--- config.mk ---
export PLATFORM = sky130hd
export DESIGN_NAME = piece_move_sched
export DESIGN_NICKNAME = d
export VERILOG_FILES = /design/src/rtl/piece_move_sched.sv
export SDC_FILE = /design/constraint.sdc
export NUM_CORES = 1
export LEC_CHECK = 0
export CAP_MARGIN = 15
export CORE_ASPECT_RATIO = 0.75
export CORE_UTILIZATION = 51
export DETAILED_ROUTE_END_ITERATION = 8
export MAX_ROUTING_LAYER = met4
export PLACE_DENSITY = 0.75
export RECOVER_POWER = 100
export REMOVE_ABC_BUFFERS = 1
export SYNTH_ARGS = -nofsm -noshare
export SYNTH_HDL_FRONTEND = slang
export SYNTH_SLANG_ARGS = --single-unit
export TNS_END_PERCENT = 5
--- constraint.sdc ---
create_clock -name Clk -period 2.3 [get_ports Clk]
set_input_delay 0.575 -clock Clk [delete_from_list [all_inputs] [get_ports Clk]]
set_output_delay 0.575 -clock Clk [all_outputs]
set_load 0.01 [all_outputs]
--- src/rtl/piece_move_sched.sv ---
// Per-frame scheduler for the falling tetromino: arbitrates key moves and gravity,
// validates each candidate with the board checker, then locks and respawns pieces.
module piece_move_sched #(
    parameter int BOARD_W     = 10,
    parameter int BOARD_H     = 20,
    parameter int SPAWN_X     = 4,
    parameter int GRAV_FRAMES = 16,
    parameter int SOFT_FRAMES = 2,
    parameter int DAS_FRAMES  = 10,
    parameter int ARR_FRAMES  = 3
) (
    input  logic       Clk,
    input  logic       Reset_n,
    input  logic       frame_clk,
    input  logic [7:0] keycode,
    output logic       chk_req,
    output logic [3:0] chk_x,
    output logic [4:0] chk_y,
    output logic [1:0] chk_rot,
    input  logic       chk_ack,
    input  logic       chk_hit,
    output logic       lock_req,
    input  logic       lock_ack,
    output logic [3:0] piece_x,
    output logic [4:0] piece_y,
    output logic [1:0] piece_rot,
    output logic       piece_valid,
    output logic       game_over
);
    localparam logic [7:0] KEY_W      = 8'h1a;
    localparam logic [7:0] KEY_A      = 8'h04;
    localparam logic [7:0] KEY_S      = 8'h16;
    localparam logic [7:0] KEY_D      = 8'h07;
    localparam logic [3:0] X_MAX      = 4'(BOARD_W - 1);
    localparam logic [4:0] Y_MAX      = 5'(BOARD_H - 1);
    localparam logic [3:0] X_SPAWN    = 4'(SPAWN_X);
    localparam logic [7:0] GRAV_LIM   = 8'(GRAV_FRAMES);
    localparam logic [7:0] SOFT_LIM   = 8'(SOFT_FRAMES);
    localparam logic [7:0] DAS_LIM    = 8'(DAS_FRAMES);
    localparam logic [7:0] ARR_RELOAD = 8'(DAS_FRAMES - ARR_FRAMES);

    typedef enum logic [2:0] {IDLE, KCHK, GCHK, WAIT, LOCK, SPAWN, DEAD} state_t;
    typedef enum logic [1:0] {K_KEY, K_GRAV, K_SPAWN} kind_t;

    state_t     state;
    kind_t      kind;
    logic [2:0] fc_pipe;
    logic [7:0] grav_cnt, rep_cnt, last_key, mv_key;
    logic       grav_pend;

    // Two sync flops plus one history flop for rising-edge detection.
    always_ff @(posedge Clk or negedge Reset_n) begin
        if (!Reset_n) fc_pipe <= '0;
        else          fc_pipe <= {fc_pipe[1:0], frame_clk};
    end

    logic       tick, tick_ok, new_key, is_ad, rep_fire, grav_due, key_due;
    logic [7:0] grav_nxt, rep_nxt;

    assign tick     = fc_pipe[1] & ~fc_pipe[2];
    assign tick_ok  = tick && (state == IDLE) && !chk_ack;
    assign grav_nxt = grav_cnt + 8'd1;
    assign grav_due = grav_nxt >= ((keycode == KEY_S) ? SOFT_LIM : GRAV_LIM);
    assign new_key  = keycode != last_key;
    assign is_ad    = (keycode == KEY_A) || (keycode == KEY_D);
    assign rep_nxt  = rep_cnt + 8'd1;
    // After the DAS delay the counter reloads so it re-fires every ARR ticks.
    assign rep_fire = !new_key && (rep_nxt == DAS_LIM);
    assign key_due  = new_key ? (is_ad || keycode == KEY_W) : (rep_fire && is_ad);

    always_ff @(posedge Clk or negedge Reset_n) begin
        if (!Reset_n) begin
            state       <= SPAWN;
            kind        <= K_SPAWN;
            grav_cnt    <= '0;
            rep_cnt     <= '0;
            last_key    <= '0;
            mv_key      <= '0;
            grav_pend   <= 1'b0;
            chk_req     <= 1'b0;
            chk_x       <= '0;
            chk_y       <= '0;
            chk_rot     <= '0;
            lock_req    <= 1'b0;
            piece_x     <= X_SPAWN;
            piece_y     <= '0;
            piece_rot   <= '0;
            piece_valid <= 1'b0;
            game_over   <= 1'b0;
        end else begin
            if (tick_ok) begin
                grav_cnt <= grav_due ? 8'd0 : grav_nxt;
                rep_cnt  <= new_key ? 8'd0 : (rep_fire ? ARR_RELOAD : rep_nxt);
                last_key <= keycode;
            end
            case (state)
                IDLE: if (tick_ok) begin
                    mv_key    <= keycode;
                    grav_pend <= grav_due;
                    if (key_due)       state <= KCHK;
                    else if (grav_due) state <= GCHK;
                end
                KCHK: begin
                    if ((mv_key == KEY_A && piece_x == 4'd0) ||
                        (mv_key == KEY_D && piece_x == X_MAX)) begin
                        state <= grav_pend ? GCHK : IDLE;
                    end else begin
                        chk_req <= 1'b1;
                        chk_x   <= piece_x;
                        chk_y   <= piece_y;
                        chk_rot <= piece_rot;
                        if (mv_key == KEY_A)      chk_x   <= piece_x - 4'd1;
                        else if (mv_key == KEY_D) chk_x   <= piece_x + 4'd1;
                        else                      chk_rot <= piece_rot + 2'd1;
                        kind  <= K_KEY;
                        state <= WAIT;
                    end
                end
                GCHK: begin
                    grav_pend <= 1'b0;
                    if (piece_y == Y_MAX) begin
                        lock_req <= 1'b1;
                        state    <= LOCK;
                    end else begin
                        chk_req <= 1'b1;
                        chk_x   <= piece_x;
                        chk_y   <= piece_y + 5'd1;
                        chk_rot <= piece_rot;
                        kind    <= K_GRAV;
                        state   <= WAIT;
                    end
                end
                WAIT: if (chk_ack) begin
                    chk_req <= 1'b0;
                    if (!chk_hit) begin
                        piece_x   <= chk_x;
                        piece_y   <= chk_y;
                        piece_rot <= chk_rot;
                    end
                    case (kind)
                        K_KEY:  state <= grav_pend ? GCHK : IDLE;
                        K_GRAV: if (chk_hit) begin
                            lock_req <= 1'b1;
                            state    <= LOCK;
                        end else begin
                            state <= IDLE;
                        end
                        default: if (chk_hit) begin
                            game_over <= 1'b1;
                            state     <= DEAD;
                        end else begin
                            piece_valid <= 1'b1;
                            state       <= IDLE;
                        end
                    endcase
                end
                LOCK: if (lock_ack) begin
                    lock_req    <= 1'b0;
                    piece_valid <= 1'b0;
                    state       <= SPAWN;
                end
                SPAWN: begin
                    chk_req <= 1'b1;
                    chk_x   <= X_SPAWN;
                    chk_y   <= '0;
                    chk_rot <= '0;
                    kind    <= K_SPAWN;
                    state   <= WAIT;
                end
                DEAD:    state <= DEAD;
                default: state <= IDLE;
            endcase
        end
    end
endmodule

==> results.tsv <==
metric	value	unit
gr-usage-all-layers	26.3	%
fill_cells	524	
crit_chain	buf_8, nor3_4, nand4b_1, nor2_4, ha_4, nand2_2, o211ai_1, a211o_1, or4b_1, o211a_1	
cts-buffers-inserted	9	
die_w	99.2	um
detail_route.vias_per_cell	5.69	
wl_per_cell	15.7	um
violations	capacitance limit, slew limit, setup timing	
ir_worst_vdd	0.471	mV
critPathSlowestCell	or4b_1	
mostFrequentLayoutCells	nand2_1 (74), dfrtp_1 (63), buf_4 (41), o21ai_0 (25), nor2_1 (22)	
synthCells	384	
final_layout_size_suffix_gt1_share	21.4	%
drc	0	
async_flop_share	100	%
cts_tree	built	
totalNegativeSetupSlack	-33.9	ps
critPathMaxStageDelay	480	ps
relSlewSlack	-11.7	%
nets	492	
antenna_cells	0	
grt_max_degree	68	
grt_pass1_vias	3016	
skew	12.4	ps
hold_ws	351	ps
h-tree-depth	3	
synth-edff-count	0	
crit_path_end_kind	register	
cts_sinks	67	
synth-seq-cells	67	
vias	3169	
path_class	in2reg	
layout_commonest_cell	nand2_1	
slew_viol_final	68	
io_buffers	39	
routed_wl	8720	um
dieHeight	74.9	um
dpl_cell_area	4380	sq um
start_util	52.9	%
die_area	7430	sq um
power.leakage	0.00217	uW
ant_nets	0	
worst_pin_slew	1670	ps
syn2layout_area_growth	29.0	%
min_period	2330	ps
hold_violations	0	
worstSetupStartpointType	input port	
root_buffer	clkbuf_8	
syn_area_per_cell	9.42	sq um
pin_count	40	
cap_violations	1	
grt_overflow	0	
worst_slack	-33.9	ps
fmax	0.428	GHz
finalSetupViolations	1	
outcome	finished, violations left	
synth_warnings	0	
drt_iter0_drc	294	
rsz0062_at_grt	true	
clockBufferDepth	2	
ys.flop_type	dfrtp_1	
coreArea	6830	sq um
std_cell_rows	26	
powerDensity	1050	nW/um^2
seq_area_frac_synth	46.5	%
path_max_fanout	2	
arrival	2580	ps
synth_cell_type_count	67	
min_path_type	reg2reg	
syn-cell-area	3620	sq um
clock_latency	360	ps
place_hpwl	6070	um
hold_buffers	0	
grt_pass1_wl	14500	um
fin_area	4660	sq um
clk_pin_slew_worst_paths	80	ps
place.gp.congestion	0.911	
dr.pass1.iters	5	
grt_antenna_before_repair	0	
period_share	101	%
cp_data_required_time	2550	ps
==> through the flow <==
| stage | total power [uW] | setup slack (ps) | util [%] | cells |
|---|---|---|---|---|
| global placement | 3600 | -711 | 64.0 | 537 |
| finish | 4890 | -33.9 | 68.3 | 557 |
| global route | 5240 | -102 | 68.3 | 557 |
| CTS | 4930 | 8.71 | 68.1 | 555 |
| detailed placement | 3690 | -770 | 64.0 | 537 |
| floorplan | 2810 | -155 | - | 371 |
==> kinds of logic (layout without fill, tap and decap cells) <==
family | after synthesis | in the layout | share of synthesized area (%)
AOI/OAI and AO/OA | 82 | 82 | 15.7
and+or+nand+nor | 174 | 174 | 24.0
adders and majority gates | 10 | 10 | 3.46
DFF | 67 | 67 | 46.5
xor gates and xnor gates | 15 | 15 | 3.63
muxes | 12 | 12 | 3.67
buffers and inverters | 24 | 113 | 2.98
==> timing repair <==
action | CTS | global route
endpoints found under the setup margin | 8 | 1
pin swaps | 9 | 7
buffers inserted | 2 | 2
gates resized for setup | 24 | 7
hold endpoints to repair | 0 | 0
==> cell type report <==
type	instances	area [sq um]	share of cell area [%]
timing repair buffer	86	724	15.5
clock buffer	10	128	2.74
multi-input combinational	293	1870	40.1
sequential	67	1680	36.1
clock inverter	6	113	2.41
inverter	11	41.3	0.885
tap	84	105	2.25
==> where the power goes <==
group | total, uW | leakage (uW) | switching [uW] | internal (uW)
sequential | 1900 | 0.000841 | 345 | 1550
clock | 1210 | 0.000121 | 482 | 724
combinational | 1790 | 0.00120 | 905 | 885
total | 4890 | 0.00217 | 1730 | 3160
==> worst max-delay path: cells and delay by family <==
family | cells | cell delay [ps]
simple gates | 5 | 1160
compound gates | 3 | 520
fa+ha+maj | 1 | 220
buf+inv | 1 | 100
==> state kept, by name, indices dropped and copies added (netlist names) <==
signal       count
mv_key           8
fc_pipe          3
chk_y            5
chk_rot          2
game_over        1
state            3
piece_rot        2
grav_cnt         8
last_key         8
grav_pend        1
rep_cnt          8
piece_x          4
piece_y          5
chk_req          1
lock_req         1
kind             2
chk_x            4
piece_valid      1
==> Yosys cell counts (all sizes together) (3+ instances only) <==
cell | instances | area share (%)
nand3 | 19 | 3.0
nand4 | 3 | 0.52
a22o | 3 | 0.73
xor2 | 11 | 2.7
nor3 | 12 | 1.8
buf | 4 | 0.90
nand2 | 77 | 8.1
xnor2 | 4 | 0.97
nor2 | 24 | 2.5
o41ai | 4 | 1.5
mux2 | 10 | 3.1
inv | 11 | 1.1
a21o | 4 | 0.87
nor3b | 3 | 0.62
a31oi | 9 | 2.0
ha | 10 | 3.5
clkbuf | 9 | 0.93
a21oi | 16 | 2.3
dfstp | 4 | 2.9
and3 | 3 | 0.55
dfrtp | 63 | 44
or3 | 8 | 1.7
and2 | 7 | 1.2
o21ai | 26 | 3.6
==> metal layers <==
layer	part of all wire (%)	wire length, um	vias up	GRT usage [%]
met5	0	0	-	-
met4	0.97	85	0	6.70
met3	5.6	487	12	6.87
met2	45	3970	93	39.6
met1	48	4180	1532	35.6
li1	-	-	1532	-
==> path summary, 6_finish.rpt <==
path | from | end | slack (ps) | cells past startpoint
max | keycode[6] | state[1]$_DFFE_PN0P_ | -30 | 10
min in group asynchronous | Reset_n | piece_x[3]$_DFFE_PN0P_ | 710 | 2
max reg2reg | grav_cnt[0]$_DFFE_PN0P_ | state[1]$_DFFE_PN0P_ | 60 | 7
max in group asynchronous | Reset_n | mv_key[2]$_DFFE_PN0P_ | 560 | 2
min reg2reg | fc_pipe[0]$_DFF_PN0_ | fc_pipe[1]$_DFF_PN0_ | 350 | 0
min | fc_pipe[0]$_DFF_PN0_ | fc_pipe[1]$_DFF_PN0_ | 350 | 0
(Power assumes the default switching activity.)
